File: src/rtl/frame_buffer_arbiter_pkg.sv
// Shared defaults and grant encoding for the frame buffer arbiter.
package frame_buffer_arbiter_pkg;

  localparam int ADDR_W_DEF     = 19;
  localparam int DATA_W_DEF     = 12;
  localparam int FIFO_DEPTH_DEF = 16;

  typedef enum logic [1:0] {
    GNT_IDLE = 2'd0,
    GNT_RD   = 2'd1,
    GNT_WR   = 2'd2
  } gnt_t;

endpackage

File: src/rtl/frame_buffer_arbiter_fifo.sv
// Camera write buffer: register-based sync FIFO with level/full/empty.
module fb_wr_fifo #(
  parameter int W     = 31,
  parameter int DEPTH = 16
) (
  input  logic                   clk25,
  input  logic                   rst_n,
  input  logic                   push,
  input  logic [W-1:0]           wdata,
  input  logic                   pop,
  output logic [W-1:0]           rdata,
  output logic [$clog2(DEPTH):0] level,
  output logic                   full,
  output logic                   empty
);

  localparam int PW = $clog2(DEPTH);

  logic [PW:0]  wr_ptr;
  logic [PW:0]  rd_ptr;
  logic [W-1:0] mem [DEPTH];
  logic         do_push;
  logic         do_pop;

  // extra MSB separates full from empty when the index bits match
  assign empty = (wr_ptr == rd_ptr);
  assign full  = (wr_ptr[PW] != rd_ptr[PW]) &&
                 (wr_ptr[PW-1:0] == rd_ptr[PW-1:0]);
  assign level = wr_ptr - rd_ptr;
  assign rdata = mem[rd_ptr[PW-1:0]];

  assign do_push = push && !full;
  assign do_pop  = pop && !empty;

  always_ff @(posedge clk25 or negedge rst_n) begin
    if (!rst_n) begin
      wr_ptr <= '0;
      rd_ptr <= '0;
    end else begin
      if (do_push) wr_ptr <= wr_ptr + 1'b1;
      if (do_pop)  rd_ptr <= rd_ptr + 1'b1;
    end
  end

  always_ff @(posedge clk25) begin
    if (do_push) mem[wr_ptr[PW-1:0]] <= wdata;
  end

endmodule

File: src/rtl/frame_buffer_arbiter.sv
// Single-port frame buffer shared by a VGA reader (priority)
// and a buffered camera writer.
module frame_buffer_arbiter
  import frame_buffer_arbiter_pkg::*;
#(
  parameter int ADDR_W     = ADDR_W_DEF,
  parameter int DATA_W     = DATA_W_DEF,
  parameter int FIFO_DEPTH = FIFO_DEPTH_DEF
) (
  input  logic                        clk25,
  input  logic                        rst_n,
  input  logic                        cam_wr_valid,
  output logic                        cam_wr_ready,
  input  logic [ADDR_W-1:0]           cam_wr_addr,
  input  logic [DATA_W-1:0]           cam_wr_data,
  input  logic                        vga_rd_en,
  input  logic [ADDR_W-1:0]           vga_rd_addr,
  output logic [DATA_W-1:0]           vga_rd_data,
  output logic [ADDR_W-1:0]           mem_addr,
  output logic                        mem_we,
  output logic [DATA_W-1:0]           mem_wdata,
  input  logic [DATA_W-1:0]           mem_rdata,
  output logic [$clog2(FIFO_DEPTH):0] fifo_level,
  output logic                        overflow,
  output logic [15:0]                 drop_cnt,
  input  logic                        clr_status
);

  localparam int EW = ADDR_W + DATA_W;

  logic              run_q;
  logic              full;
  logic              empty;
  logic              push;
  logic              drop;
  logic [EW-1:0]     head;
  logic [ADDR_W-1:0] head_addr;
  logic [DATA_W-1:0] head_data;
  gnt_t              gnt;

  fb_wr_fifo #(
    .W     (EW),
    .DEPTH (FIFO_DEPTH)
  ) u_fifo (
    .clk25 (clk25),
    .rst_n (rst_n),
    .push  (push),
    .wdata ({cam_wr_addr, cam_wr_data}),
    .pop   (gnt == GNT_WR),
    .rdata (head),
    .level (fifo_level),
    .full  (full),
    .empty (empty)
  );

  assign {head_addr, head_data} = head;

  // run_q holds ready low until the first edge after reset
  always_ff @(posedge clk25 or negedge rst_n) begin
    if (!rst_n) run_q <= 1'b0;
    else        run_q <= 1'b1;
  end

  assign cam_wr_ready = run_q && !full;
  assign push         = cam_wr_valid && cam_wr_ready;
  assign drop         = cam_wr_valid && run_q && full;

  always_comb begin
    gnt = GNT_IDLE;
    if (!run_q)         gnt = GNT_IDLE;
    else if (vga_rd_en) gnt = GNT_RD;
    else if (!empty)    gnt = GNT_WR;
  end

  assign mem_we      = (gnt == GNT_WR);
  assign mem_addr    = mem_we ? head_addr : vga_rd_addr;
  assign mem_wdata   = head_data;
  assign vga_rd_data = mem_rdata;

  // a drop in the clearing cycle wins: status restarts at one drop
  always_ff @(posedge clk25 or negedge rst_n) begin
    if (!rst_n) begin
      overflow <= 1'b0;
      drop_cnt <= '0;
    end else if (drop) begin
      overflow <= 1'b1;
      if (clr_status)            drop_cnt <= 16'd1;
      else if (drop_cnt != '1)   drop_cnt <= drop_cnt + 16'd1;
    end else if (clr_status) begin
      overflow <= 1'b0;
      drop_cnt <= '0;
    end
  end

endmodule

File: config.mk
export PLATFORM = sky130hd
export DESIGN_NAME = frame_buffer_arbiter
export DESIGN_NICKNAME = d
export VERILOG_FILES = /design/src/rtl/frame_buffer_arbiter_pkg.sv /design/src/rtl/frame_buffer_arbiter_fifo.sv /design/src/rtl/frame_buffer_arbiter.sv
export SDC_FILE = /design/constraint.sdc
export NUM_CORES = 1
export LEC_CHECK = 0
export ABC_AREA = 1
export CAP_MARGIN = 30
export CORE_MARGIN = 8
export CORE_UTILIZATION = 50
export CTS_BUF_LIST = sky130_fd_sc_hd__clkbuf_16
export CTS_CLUSTER_DIAMETER = 30
export DETAILED_ROUTE_END_ITERATION = 8
export PLACE_DENSITY = 0.69
export SLEW_MARGIN = 5
export SYNTH_ARGS = -nofsm -noshare
export SYNTH_HDL_FRONTEND = slang
export SYNTH_HIERARCHICAL = 1
export SYNTH_SLANG_ARGS = --single-unit
File: constraint.sdc
create_clock -name clk25 -period 4.45 [get_ports clk25]
set_clock_uncertainty 0.05 [all_clocks]
set_input_delay 0.445 -clock clk25 [delete_from_list [all_inputs] [get_ports clk25]]
set_output_delay 0.445 -clock clk25 [all_outputs]
set_load 0.005 [all_outputs]
==> impl_table.tex <==
\begin{tabular}{lr}
\hline
Metric & Value \\
\hline
\multicolumn{2}{l}{\textbf{Floorplanning}} \\
\quad Initial core utilization & 0.504 \\
\quad Core Rows & 80 \\
\quad Y dimension of the die & approximately 230 um \\
\quad I/O pin total & 134 \\
\quad Floorplan core area & 47400 um\^{}2 \\
\quad Die Outline Area & approximately 55000 um\^{}2 \\
\quad Die W & 235 um \\
\multicolumn{2}{l}{\textbf{Min path}} \\
\quad Class of the tightest hold or removal check & input port to asynchronous set/reset pin \\
\multicolumn{2}{l}{\textbf{Timing}} \\
\quad Final period utilization & 0.929 \\
\quad Actual slew at the worst max-slew pin & between 900 and 1000 ps \\
\quad Number of max-slew violations in the final report & 0 \\
\quad Setup total negative slack & 0 ps \\
\quad Fmax & 0.242 GHz \\
\quad Final-report setup violation count & 0 \\
\quad Setup repair after global routing missed its margin & false \\
\quad Worst hold margin & 276 ps \\
\quad Worst-case setup margin in the final layout & 314 ps \\
\quad Min cycle time layout & 4140 ps \\
\quad Final-report hold violation count & 0 \\
\quad Relative max-transition margin & 0.345 \\
\multicolumn{2}{l}{\textbf{Cells and area}} \\
\quad Most frequent cells in the layout & sky130\_fd\_sc\_hd\_\_nand2\_1, sky130\_fd\_sc\_hd\_\_inv\_1, sky130\_fd\_sc\_hd\_\_edfxtp\_1 \\
\quad Most frequent standard cell in the layout excluding fill and tap cells & sky130\_fd\_sc\_hd\_\_nand2\_1 \\
\quad Fraction of layout instances using a drive strength above 1 & 0.0946 \\
\quad Synth-to-Final Area Change & 23.3\% \\
\quad Final net count & 2704 \\
\multicolumn{2}{l}{\textbf{Global route}} \\
\quad Initial antenna violation count & 4 \\
\quad Grt met2 use & 0.375 \\
\quad Grt peak-use layer & met2 \\
\quad Number of global-route vias before repair & $\sim$17000 \\
\quad Tot GR Track Use & 0.219 \\
\quad Overflow after GRT & 0 \\
\quad Met1 track demand over resource in global routing & 0.271 \\
\quad First-pass GRT wire length & 95700 um \\
\quad Met3 capacity usage during global routing & 0.0405 \\
\quad Largest net degree at the start of global routing & approximately 160 \\
\multicolumn{2}{l}{\textbf{Logic synthesis}} \\
\quad Synth Area per Inst & 9.64 um\^{}2 \\
\quad XOR/XNOR Fraction of Synth Area & 0.00549 \\
\quad Mux share of post-synthesis cell area & 0 \\
\quad Dominant combinational cell family by area after synthesis & simple AND/OR/NAND/NOR gates \\
\quad Simple-gate portion of the synthesized area & 0.223 \\
\quad Netlist Area Pre-Place & 23900 um\^{}2 \\
\quad Synth Area in Compound Gates & 0.00366 \\
\quad Synthesized-area fraction occupied by adder cells & 0.00607 \\
\quad Fraction of the yosys area taken by sequential cells & 0.652 \\
\quad Number of synthesized register bits & 524 \\
\quad Post-synthesis cell type count & 30 \\
\quad Synth Net Count & 2558 \\
\quad Yosys synthesis warning count & 6 \\
\quad Synth Instances & around 2500 \\
\multicolumn{2}{l}{\textbf{Clock tree}} \\
\quad Number of clock buffers inserted by TritonCTS & 105 \\
\quad Post-CTS setup repair buffer count & 0 \\
\quad Htree depth & 3 \\
\quad Clock Path Buffers & 3 \\
\quad TritonCTS clock tree & done \\
\quad Post\_cts resized & 0 \\
\quad Master cell of the clock root buffer & sky130\_fd\_sc\_hd\_\_clkbuf\_16 \\
\quad Clk sink count & 524 \\
\quad Post-cts hold buffer count & 0 \\
\quad Clock latency reported for the late side of the worst-skew pair & just over 600 ps \\
\quad CTS clock-pin slew for the worst setup and hold paths & 40 ps \\
\multicolumn{2}{l}{\textbf{Worst setup path}} \\
\quad Biggest fanout along the worst timing path & 19 \\
\quad Most used cell, CP & sky130\_fd\_sc\_hd\_\_nand2\_1 \\
\quad Data arrival at the endpoint of the critical path & approximately 3600 ps \\
\quad Top delay family on crit path & buffers and inverters \\
\quad Kind of start point of the critical path & register \\
\quad CP max-delay cell & sky130\_fd\_sc\_hd\_\_clkdlybuf4s50\_1 \\
\quad Reg-to-reg slack, setup & between 800 and 900 ps \\
\quad Crit path capture type & output port \\
\quad Crit path buffers/inverters & 4 \\
\quad Required arrival time at the worst endpoint & between 3000 and 4000 ps \\
\quad Setup CP Type & register to output port \\
\quad Crit path largest cell delay & 480 ps \\
\quad Critical path cell sequence & inv\_2, ha\_1, nand2\_1, nor2\_1, nand2\_1, inv\_1, nor3\_4, inv\_2, nand2\_1, nand2\_1, clkdlybuf4s50\_1 \\
\multicolumn{2}{l}{\textbf{Place}} \\
\quad Input/output buffers & 109 \\
\quad HPWL reported at the end of detailed placement & approximately 34000 um \\
\quad Post-place setup slack & 998 ps \\
\quad Final weighted congestion in routability-driven placement & approximately 0.85 \\
\multicolumn{2}{l}{\textbf{Status}} \\
\quad Outcome & complete, no violations \\
\multicolumn{2}{l}{\textbf{Power and ir drop}} \\
\quad Static leakage & 13.1 nW \\
\quad Pwr Density & 643 nW/um\^{}2 \\
\quad Worst IR Drop VDD & 524 uV \\
\multicolumn{2}{l}{\textbf{Route}} \\
\quad First-pass detailed-route iteration total & 5 \\
\quad Average wire length per cell after detail routing & approximately 18 um \\
\quad Via count normalized by instance count & $\sim$5.2 \\
\quad Remaining design rule violation count & 0 \\
\quad Initial detailed-routing violation count & 1490 \\
\quad Total via count in the routed design & $\sim$17000 \\
\quad Antenna viol nets, final & 0 \\
\quad Total wire length after detailed routing & about 61000 um \\
\multicolumn{2}{l}{\textbf{Job}} \\
\quad Max\_cap viols & 0 \\
\hline
\end{tabular}
==> metrics by stage <==
stage	area, um^2	power, mW	instances	util
3_3_place_gp	25700	10.8	3133	0.542
4_1_cts	29400	19.0	3330	0.621
6_report	29500	18.9	3333	0.621
5_1_grt	29500	19.8	3332	0.621
3_5_place_dp	25700	10.8	3133	0.542
2_1_floorplan	23900	9.12	2480	-
==> final timing paths <==
path / to / depth (start not counted) / startpoint
max: mem_addr[16] / 11 / u_fifo/rd_ptr[3]
min: drop_cnt[9] / 1 / rst_n
max reg2reg: u_fifo/mem[8][12] / 12 / u_fifo/rd_ptr[3]
min reg2reg: overflow / 2 / overflow
max in group asynchronous: u_fifo/rd_ptr[1] / 2 / rst_n
min in group clk25: overflow / 2 / overflow
==> Yosys cell counts <==
master	n	area (um^2)
sky130_fd_sc_hd__a21oi_1	2	10.0
sky130_fd_sc_hd__buf_1	9	33.8
sky130_fd_sc_hd__buf_2	51	255
sky130_fd_sc_hd__buf_4	27	203
sky130_fd_sc_hd__buf_6	14	158
sky130_fd_sc_hd__clkbuf_1	15	56.3
sky130_fd_sc_hd__clkinv_1	1	3.75
sky130_fd_sc_hd__conb_1	1	3.75
sky130_fd_sc_hd__dfrtp_1	28	701
sky130_fd_sc_hd__edfxtp_1	496	14900
sky130_fd_sc_hd__fa_1	1	20.0
sky130_fd_sc_hd__ha_1	10	125
sky130_fd_sc_hd__inv_1	502	1880
sky130_fd_sc_hd__inv_2	5	18.8
sky130_fd_sc_hd__inv_4	2	12.5
sky130_fd_sc_hd__nand2_1	891	3340
sky130_fd_sc_hd__nand2_2	6	37.5
sky130_fd_sc_hd__nand3_1	330	1650
sky130_fd_sc_hd__nand3_2	2	20.0
sky130_fd_sc_hd__nand4_1	12	75.1
sky130_fd_sc_hd__nor2_1	37	139
sky130_fd_sc_hd__nor2_2	5	31.3
sky130_fd_sc_hd__nor2_4	1	11.3
sky130_fd_sc_hd__nor3_1	1	5.00
sky130_fd_sc_hd__nor3_2	1	10.0
sky130_fd_sc_hd__o211ai_1	1	7.51
sky130_fd_sc_hd__o21ai_0	6	30.0
sky130_fd_sc_hd__o21ai_1	8	40.0
sky130_fd_sc_hd__xnor2_1	5	43.8
sky130_fd_sc_hd__xor2_1	10	87.6
==> power breakdown <==
group	switching [mW]	internal, mW
Clock	2.57	5.51
Sequential	0.125	5.67
Combinational	3.36	1.70
==> metal layers <==
| layer | up-vias | share of wire |
|---|---|---|
| met5 | - | 0.00044 |
| met4 | 4 | 0.030 |
| met3 | 138 | 0.077 |
| met1 | 8230 | 0.40 |
| met2 | 716 | 0.50 |
| li1 | 8125 | - |
==> kinds of logic after synthesis <==
| kind of cell | Yosys count |
|---|---|
| AO/OA/AOI/OAI | 17 |
| AND/OR/NAND/NOR | 1286 |
| flip-flops | 524 |
| adder cells (fa/ha/maj) | 11 |
| buffers and inverters | 626 |
| XOR/XNOR | 15 |
| other | 1 |
==> area by class of cell <==
class / count / area, um^2
Clock buffer: 107 / 2680
Fill cell: 3664 / 18000
Sequential cell: 524 / 15600
Clock inverter: 90 / 1040
Inverter: 510 / 1920
Tap cell: 615 / 769
Antenna cell: 2 / 5.00
Timing Repair Buffer: 155 / 1630
Multi-Input combinational cell: 1330 / 5830
==> worst register-to-register path: cells and delay by family (launching register included) <==
family / cells / cell delay, ps
adders and majority gates: 1 / 390
buffers and inverters: 4 / 1050
DFF: 1 / 400
and+or+nand+nor: 7 / 1390
==> state kept, by name, indices dropped and copies added (netlist names) <==
| register | flops |
|---|---|
| drop_cnt | 16 |
| overflow | 1 |
| run_q | 1 |
| u_fifo/mem | 496 |
| u_fifo/rd_ptr | 5 |
| u_fifo/wr_ptr | 5 |
Note: power is estimated with default switching activity, not from simulation.
